File: config.mk
export PLATFORM = sky130hd
export DESIGN_NAME = data_cache
export DESIGN_NICKNAME = d
export VERILOG_FILES = /design/src/rtl/data_cache.sv
export SDC_FILE = /design/constraint.sdc
export NUM_CORES = 1
export LEC_CHECK = 0
export BUFFER_PORTS_ARGS = -buffer_cell sky130_fd_sc_hd__clkbuf_2
export CAP_MARGIN = 0
export CORE_UTILIZATION = 30
export DETAILED_ROUTE_END_ITERATION = 8
export PLACE_DENSITY = 0.43
export SETUP_SLACK_MARGIN = 0.15
export SLEW_MARGIN = 30
export SYNTH_ARGS = -nofsm -noshare
export SYNTH_HDL_FRONTEND = slang
export SYNTH_SLANG_ARGS = --single-unit
File: constraint.sdc
create_clock -name clk_i -period 5.2 [get_ports clk_i]
set_clock_uncertainty 0.15 [all_clocks]
set_input_delay 0.52 -clock clk_i [delete_from_list [all_inputs] [get_ports clk_i]]
set_output_delay 0.52 -clock clk_i [all_outputs]
set_load 0.02 [all_outputs]
File: src/rtl/data_cache.sv
// data_cache: 2-way set-associative, write-through, no-write-allocate data
// cache with one-word lines, a per-set LRU bit and saturating hit/miss
// counters.
//
// State | Meaning
// IDLE    | serving CPU requests; read hits complete in the same cycle
// RD_MISS | waiting for backing memory to return the missing word
// WR_THRU | waiting for backing memory to accept a store
//
// Ports:
//   clk_i, rst_i          clock, synchronous active-high reset
//   rd_en_i, wr_en_i      CPU load / store request (both high = store)
//   addr_i, wdata_i       CPU byte address (word aligned) and store data
//   rdata_o, stall_o      CPU load data, CPU hold request
//   mem_req_o, mem_we_o   backing-memory request and write qualifier
//   mem_addr_o            backing-memory word address
//   mem_wdata_o           backing-memory write data
//   mem_rdata_i           backing-memory read data, valid with mem_ack_i
//   mem_ack_i             one-cycle completion pulse
//   hit_cnt_o, miss_cnt_o saturating read hit / miss counters
module data_cache #(
  parameter int DATA_WIDTH = 32,
  parameter int ADDR_WIDTH = 32,
  parameter int NUM_SETS   = 8,
  parameter int CNT_WIDTH  = 16
) (
  input  logic                  clk_i,
  input  logic                  rst_i,
  input  logic                  rd_en_i,
  input  logic                  wr_en_i,
  input  logic [ADDR_WIDTH-1:0] addr_i,
  input  logic [DATA_WIDTH-1:0] wdata_i,
  output logic [DATA_WIDTH-1:0] rdata_o,
  output logic                  stall_o,
  output logic                  mem_req_o,
  output logic                  mem_we_o,
  output logic [ADDR_WIDTH-1:0] mem_addr_o,
  output logic [DATA_WIDTH-1:0] mem_wdata_o,
  input  logic [DATA_WIDTH-1:0] mem_rdata_i,
  input  logic                  mem_ack_i,
  output logic [CNT_WIDTH-1:0]  hit_cnt_o,
  output logic [CNT_WIDTH-1:0]  miss_cnt_o
);

  localparam int IDX_W = $clog2(NUM_SETS);
  localparam int TAG_W = ADDR_WIDTH - 2 - IDX_W;

  typedef enum logic [1:0] {IDLE, RD_MISS, WR_THRU} state_t;

  state_t state;

  logic [NUM_SETS-1:0]   valid0, valid1;
  logic [NUM_SETS-1:0]   lru;            // 1 = way 1 is least recently used
  logic [TAG_W-1:0]      tag0  [NUM_SETS];
  logic [TAG_W-1:0]      tag1  [NUM_SETS];
  logic [DATA_WIDTH-1:0] data0 [NUM_SETS];
  logic [DATA_WIDTH-1:0] data1 [NUM_SETS];

  logic [IDX_W-1:0] idx;
  logic [TAG_W-1:0] tag;
  logic             hit0, hit1, hit, victim;
  logic             fill_en, wr_hit_en;
  logic             addr_lsb_unused;

  assign idx = addr_i[2 +: IDX_W];
  assign tag = addr_i[ADDR_WIDTH-1 -: TAG_W];
  assign addr_lsb_unused = ^addr_i[1:0];

  assign hit0 = valid0[idx] && (tag0[idx] == tag);
  assign hit1 = valid1[idx] && (tag1[idx] == tag);
  assign hit  = hit0 || hit1;

  // Empty ways are filled in order before any replacement happens.
  assign victim = !valid0[idx] ? 1'b0 : (!valid1[idx] ? 1'b1 : lru[idx]);

  assign rdata_o = hit1 ? data1[idx] : data0[idx];

  always_comb begin
    stall_o = 1'b1;
    if (state == IDLE)
      stall_o = wr_en_i || (rd_en_i && !hit);
  end

  assign mem_req_o   = (state != IDLE);
  assign mem_we_o    = (state == WR_THRU);
  assign mem_addr_o  = {addr_i[ADDR_WIDTH-1:2], 2'b00};
  assign mem_wdata_o = wdata_i;

  // Array writes are gated by reset so an abandoned refill leaves no line.
  assign fill_en   = !rst_i && (state == RD_MISS) && mem_ack_i;
  assign wr_hit_en = !rst_i && (state == IDLE) && wr_en_i;

  always_ff @(posedge clk_i) begin
    if (rst_i) begin
      state      <= IDLE;
      valid0     <= '0;
      valid1     <= '0;
      lru        <= '0;
      hit_cnt_o  <= '0;
      miss_cnt_o <= '0;
    end else begin
      case (state)
        IDLE: begin
          if (wr_en_i) begin
            if (hit) lru[idx] <= hit0;
            state <= WR_THRU;
          end else if (rd_en_i) begin
            if (hit) begin
              lru[idx] <= hit0;
              if (hit_cnt_o != '1) hit_cnt_o <= hit_cnt_o + 1'b1;
            end else begin
              if (miss_cnt_o != '1) miss_cnt_o <= miss_cnt_o + 1'b1;
              state <= RD_MISS;
            end
          end
        end
        RD_MISS: begin
          if (mem_ack_i) begin
            if (victim) valid1[idx] <= 1'b1;
            else        valid0[idx] <= 1'b1;
            lru[idx] <= ~victim;
            state    <= IDLE;
          end
        end
        WR_THRU: begin
          if (mem_ack_i) state <= IDLE;
        end
        default: state <= IDLE;
      endcase
    end
  end

  always_ff @(posedge clk_i) begin
    if (fill_en) begin
      if (victim) begin
        tag1[idx]  <= tag;
        data1[idx] <= mem_rdata_i;
      end else begin
        tag0[idx]  <= tag;
        data0[idx] <= mem_rdata_i;
      end
    end else if (wr_hit_en) begin
      if (hit0)      data0[idx] <= wdata_i;
      else if (hit1) data1[idx] <= wdata_i;
    end
  end

endmodule

==> flow_summary.json <==
{
  "grt_use_total": 0.1777,
  "fmax_mhz": 206.6,
  "cpPeakStageDelay_ns": 0.49,
  "cp_max_fo": 25,
  "tightest_slew_ns": 1.037,
  "slowest_stage": "nor4_2",
  "insertion_delay_ns": 0.73,
  "rrSetupSlack_ns": 1.05,
  "min_path_type": "input port to flop",
  "finalPower_mw": 17.89,
  "rsz0062_at_grt": "no",
  "synth_top_area_frac": 0.7024,
  "fillers": 12720,
  "yosys.area.top_type": "edfxtp_1",
  "wl_per_cell_um": 26.38,
  "synth_seq_cells": 1002,
  "drive_above_1_share": 0.2290,
  "cts-root-buf": "clkbuf_16",
  "finalCritPeriodShare": 0.9307,
  "setup_violations": 0,
  "drc_errors": 0,
  "portBuffers": 227,
  "critPathBufInv": 6,
  "synth_edf_count": 944,
  "yosysSeqAreaShare": 0.7312,
  "utilization": 0.3613,
  "syn_to_final_growth_pct": 19.49,
  "end_kind": "primary output",
  "firstDrtPassIters": 7,
  "worst_slack_ns": 0.3603,
  "cts_sinks": 1002,
  "max_slew_margin": 0.3087,
  "die_h_um": 368.8,
  "p_leak_nw": 16.07,
  "path_clk_slew_ns": 0.06,
  "ys_dominant_reg_cell": "edfxtp_1",
  "rr_startpoint": "tag0[5][25]",
  "maxCapViolCount": 0,
  "min_from": "mem_rdata_i[4]",
  "cts_max_path_buffers": 3,
  "routabilityCongestion": 0.7758,
  "instances_no_fill": 4618,
  "ant_nets": 0,
  "route.vias.total": 23620,
  "grt_pass1_wl_um": 174600,
  "pin_count": 232,
  "synth.most_common_cell": "edfxtp_1",
  "rows": 134,
  "cts_setup_buffers": 0,
  "netlist_area_mm2": 0.04035,
  "critPathRequiredTime_ns": 4.53,
  "die_x_um": 368.8,
  "hold_end": "data0[0][4]",
  "grt-ovfl-total": 0,
  "ys_top_cells_by_count": "edfxtp_1 (944), mux2i_1 (203), a22oi_1 (196)",
  "min_period_ns": 4.840,
  "post-dp-hpwl_um": 71510,
  "cts_tree": "yes",
  "grt_max_degree": 64,
  "whs_path_depth": 2,
  "ys_top_cells_by_area": "edfxtp_1 (70%), mux2i_1 (5.0%), a22oi_1 (3.6%)",
  "drtIter0Drc": 1668,
  "crit_family": "buffers and inverters",
  "synthArstFlopShare": 0,
  "netlist_instances": 2491,
  "routed_wl_um": 121800,
  "core_area_mm2": 0.1335,
  "critPathKind": "input port to primary output",
  "die-area_mm2": 0.1360,
  "start_util": 0.3024,
  "yosysUniqueCellTypes": 68,
  "final_max_slew_viol_count": 0,
  "pre_cts_slack_ns": 0.3386,
  "r2r_cells": 10,
  "r2r_end": "data1[7][23]",
  "cts_buffers": 112,
  "cp-start-kind": "input port",
  "cts_max_level": 3,
  "via_per_inst": 5.114,
  "syn_avg_cell_area_um2": 16.20,
  "nNetsFinal": 2861,
  "antenna_found_initial": 9,
  "final_hold_viol_count": 0,
  "design_area_mm2": 0.04822,
  "crit_arrival_ns": 4.17,
  "worstPathCellList": "buf_2, buf_4, nor2b_4, buf_12, buf_4, a22oi_1, a21oi_1, o22a_1, nand4_1, nor4_2, buf_12, a211oi_1, a21oi_1, clkbuf_2",
  "max-vdd-ir-drop_uv": 272.8,
  "status": "finished clean",
  "placedCellCount": 4404,
  "first_global_vias": 24120,
  "placed_cell_area_mm2": 0.04443,
  "yosysWarnings": 0,
  "powerDensity_mw_per_mm2": 370.9
}
## through the flow
step	setup TNS, ns	hold WS (ns)
floorplan	-46.12	0.2838
global placement	0	0.2945
detailed placement	0	0.3114
CTS	0	0.006405
global route	0	0.06963
finish	0	0.06512
## report_power, final
| part | internal [mW] | switching [mW] | total, mW |
|---|---|---|---|
| clock network | 4.75 | 3.25 | 7.99 |
| logic | 0.343 | 0.712 | 1.05 |
| registers | 8.83 | 0.00536 | 8.84 |
| total | 13.9 | 3.96 | 17.9 |
## worst reg2reg max path: stages (launching register included)
cell and delay, ns:
edfxtp_1 0.36, mux2i_1 0.15, o22ai_1 0.14, nor3_1 0.32
o21ai_0 0.30, or4_1 0.64, or3_1 0.50, o21a_1 0.21
nand2_2 0.20, buf_12 0.27, mux2_1 0.55
## final cells by class
cell class	instances	area, µm²	share of cell area
Antenna cell	3	7.507	0.0001557
Clock buffer	132	2919	0.06053
Clock inverter	74	814.5	0.01689
Inverter	36	135.1	0.002802
Multi-Input combinational cell	1243	9936	0.2060
Sequential cell	1002	29510	0.6119
Tap cell	1768	2212	0.04587
Timing Repair Buffer	360	2689	0.05576
## layout by cell type, fill, tap and decap left out, types with 33 or more instances in the layout
master | netlist | routed
and3_1 | 35 | 34
a22oi_1 | 196 | 196
buf_12 | 0 | 42
nand4_1 | 58 | 58
dfxtp_1 | 58 | 58
mux2_1 | 47 | 47
o22ai_1 | 37 | 37
mux2i_1 | 203 | 203
a22o_1 | 35 | 35
mux2_2 | 56 | 56
a21oi_1 | 82 | 74
clkbuf_16 | 0 | 113
a221oi_1 | 48 | 48
buf_4 | 73 | 86
edfxtp_1 | 944 | 944
clkbuf_2 | 0 | 224
nand3_1 | 34 | 33
nand2_1 | 40 | 39
nor2_1 | 80 | 52
inv_1 | 35 | 35
## routing by layer
metal  GRT usage  up-vias  share of wire
met1      0.2317    12330           0.44
met3     0.02867      158          0.046
met4     0.05091        8          0.022
met5           0        -        0.00040
met2      0.3033      573           0.49
li1            -    10550              -
## kinds of logic (layout without fill, tap and decap cells)
kind of cell    after synthesis  after routing  share of synthesized area
other cells                   1              5                 0.00009293
simple gates                351            351                    0.04775
mux                         319            319                    0.08635
fa+ha+maj                     5              5                   0.001550
buf+inv                     247            602                    0.03128
xor+xnor                     15             15                   0.003255
flops                      1002           1002                     0.7312
compound gates              551            551                    0.09850
## registers in the layout, summed over array words and instances (netlist names)
register	cells
data0	256
data1	256
tag0	216
tag1	216
hit_cnt_o	16
miss_cnt_o	16
lru	8
valid0	8
valid1	8
state	2
## repair_timing
| item | 4_1_cts | 5_1_grt |
|---|---|---|
| gates resized for setup | 0 | 1 |
| hold buffers | 5 | 0 |
| endpoints found under the setup margin | 0 | 9 |
| hold endpoints to repair | 15 | 0 |
## worst max-delay path by stage
| stage | startpoint | end | slack (ns) | depth (start not counted) |
|---|---|---|---|---|
| global route | addr_i[2] | rdata_o[2] | 0.23 | 13 |
| detailed placement | addr_i[3] | data1[7][23] | 0.34 | 12 |
| global placement | addr_i[4] | data1[3][18] | 0.30 | 15 |
| floorplan | addr_i[2] | data1[4][0] | -0.18 | 14 |
| CTS | addr_i[3] | rdata_o[2] | 0.31 | 13 |
| finish | addr_i[4] | rdata_o[16] | 0.36 | 14 |
No activity file was read; power rests on OpenSTA's default activity.
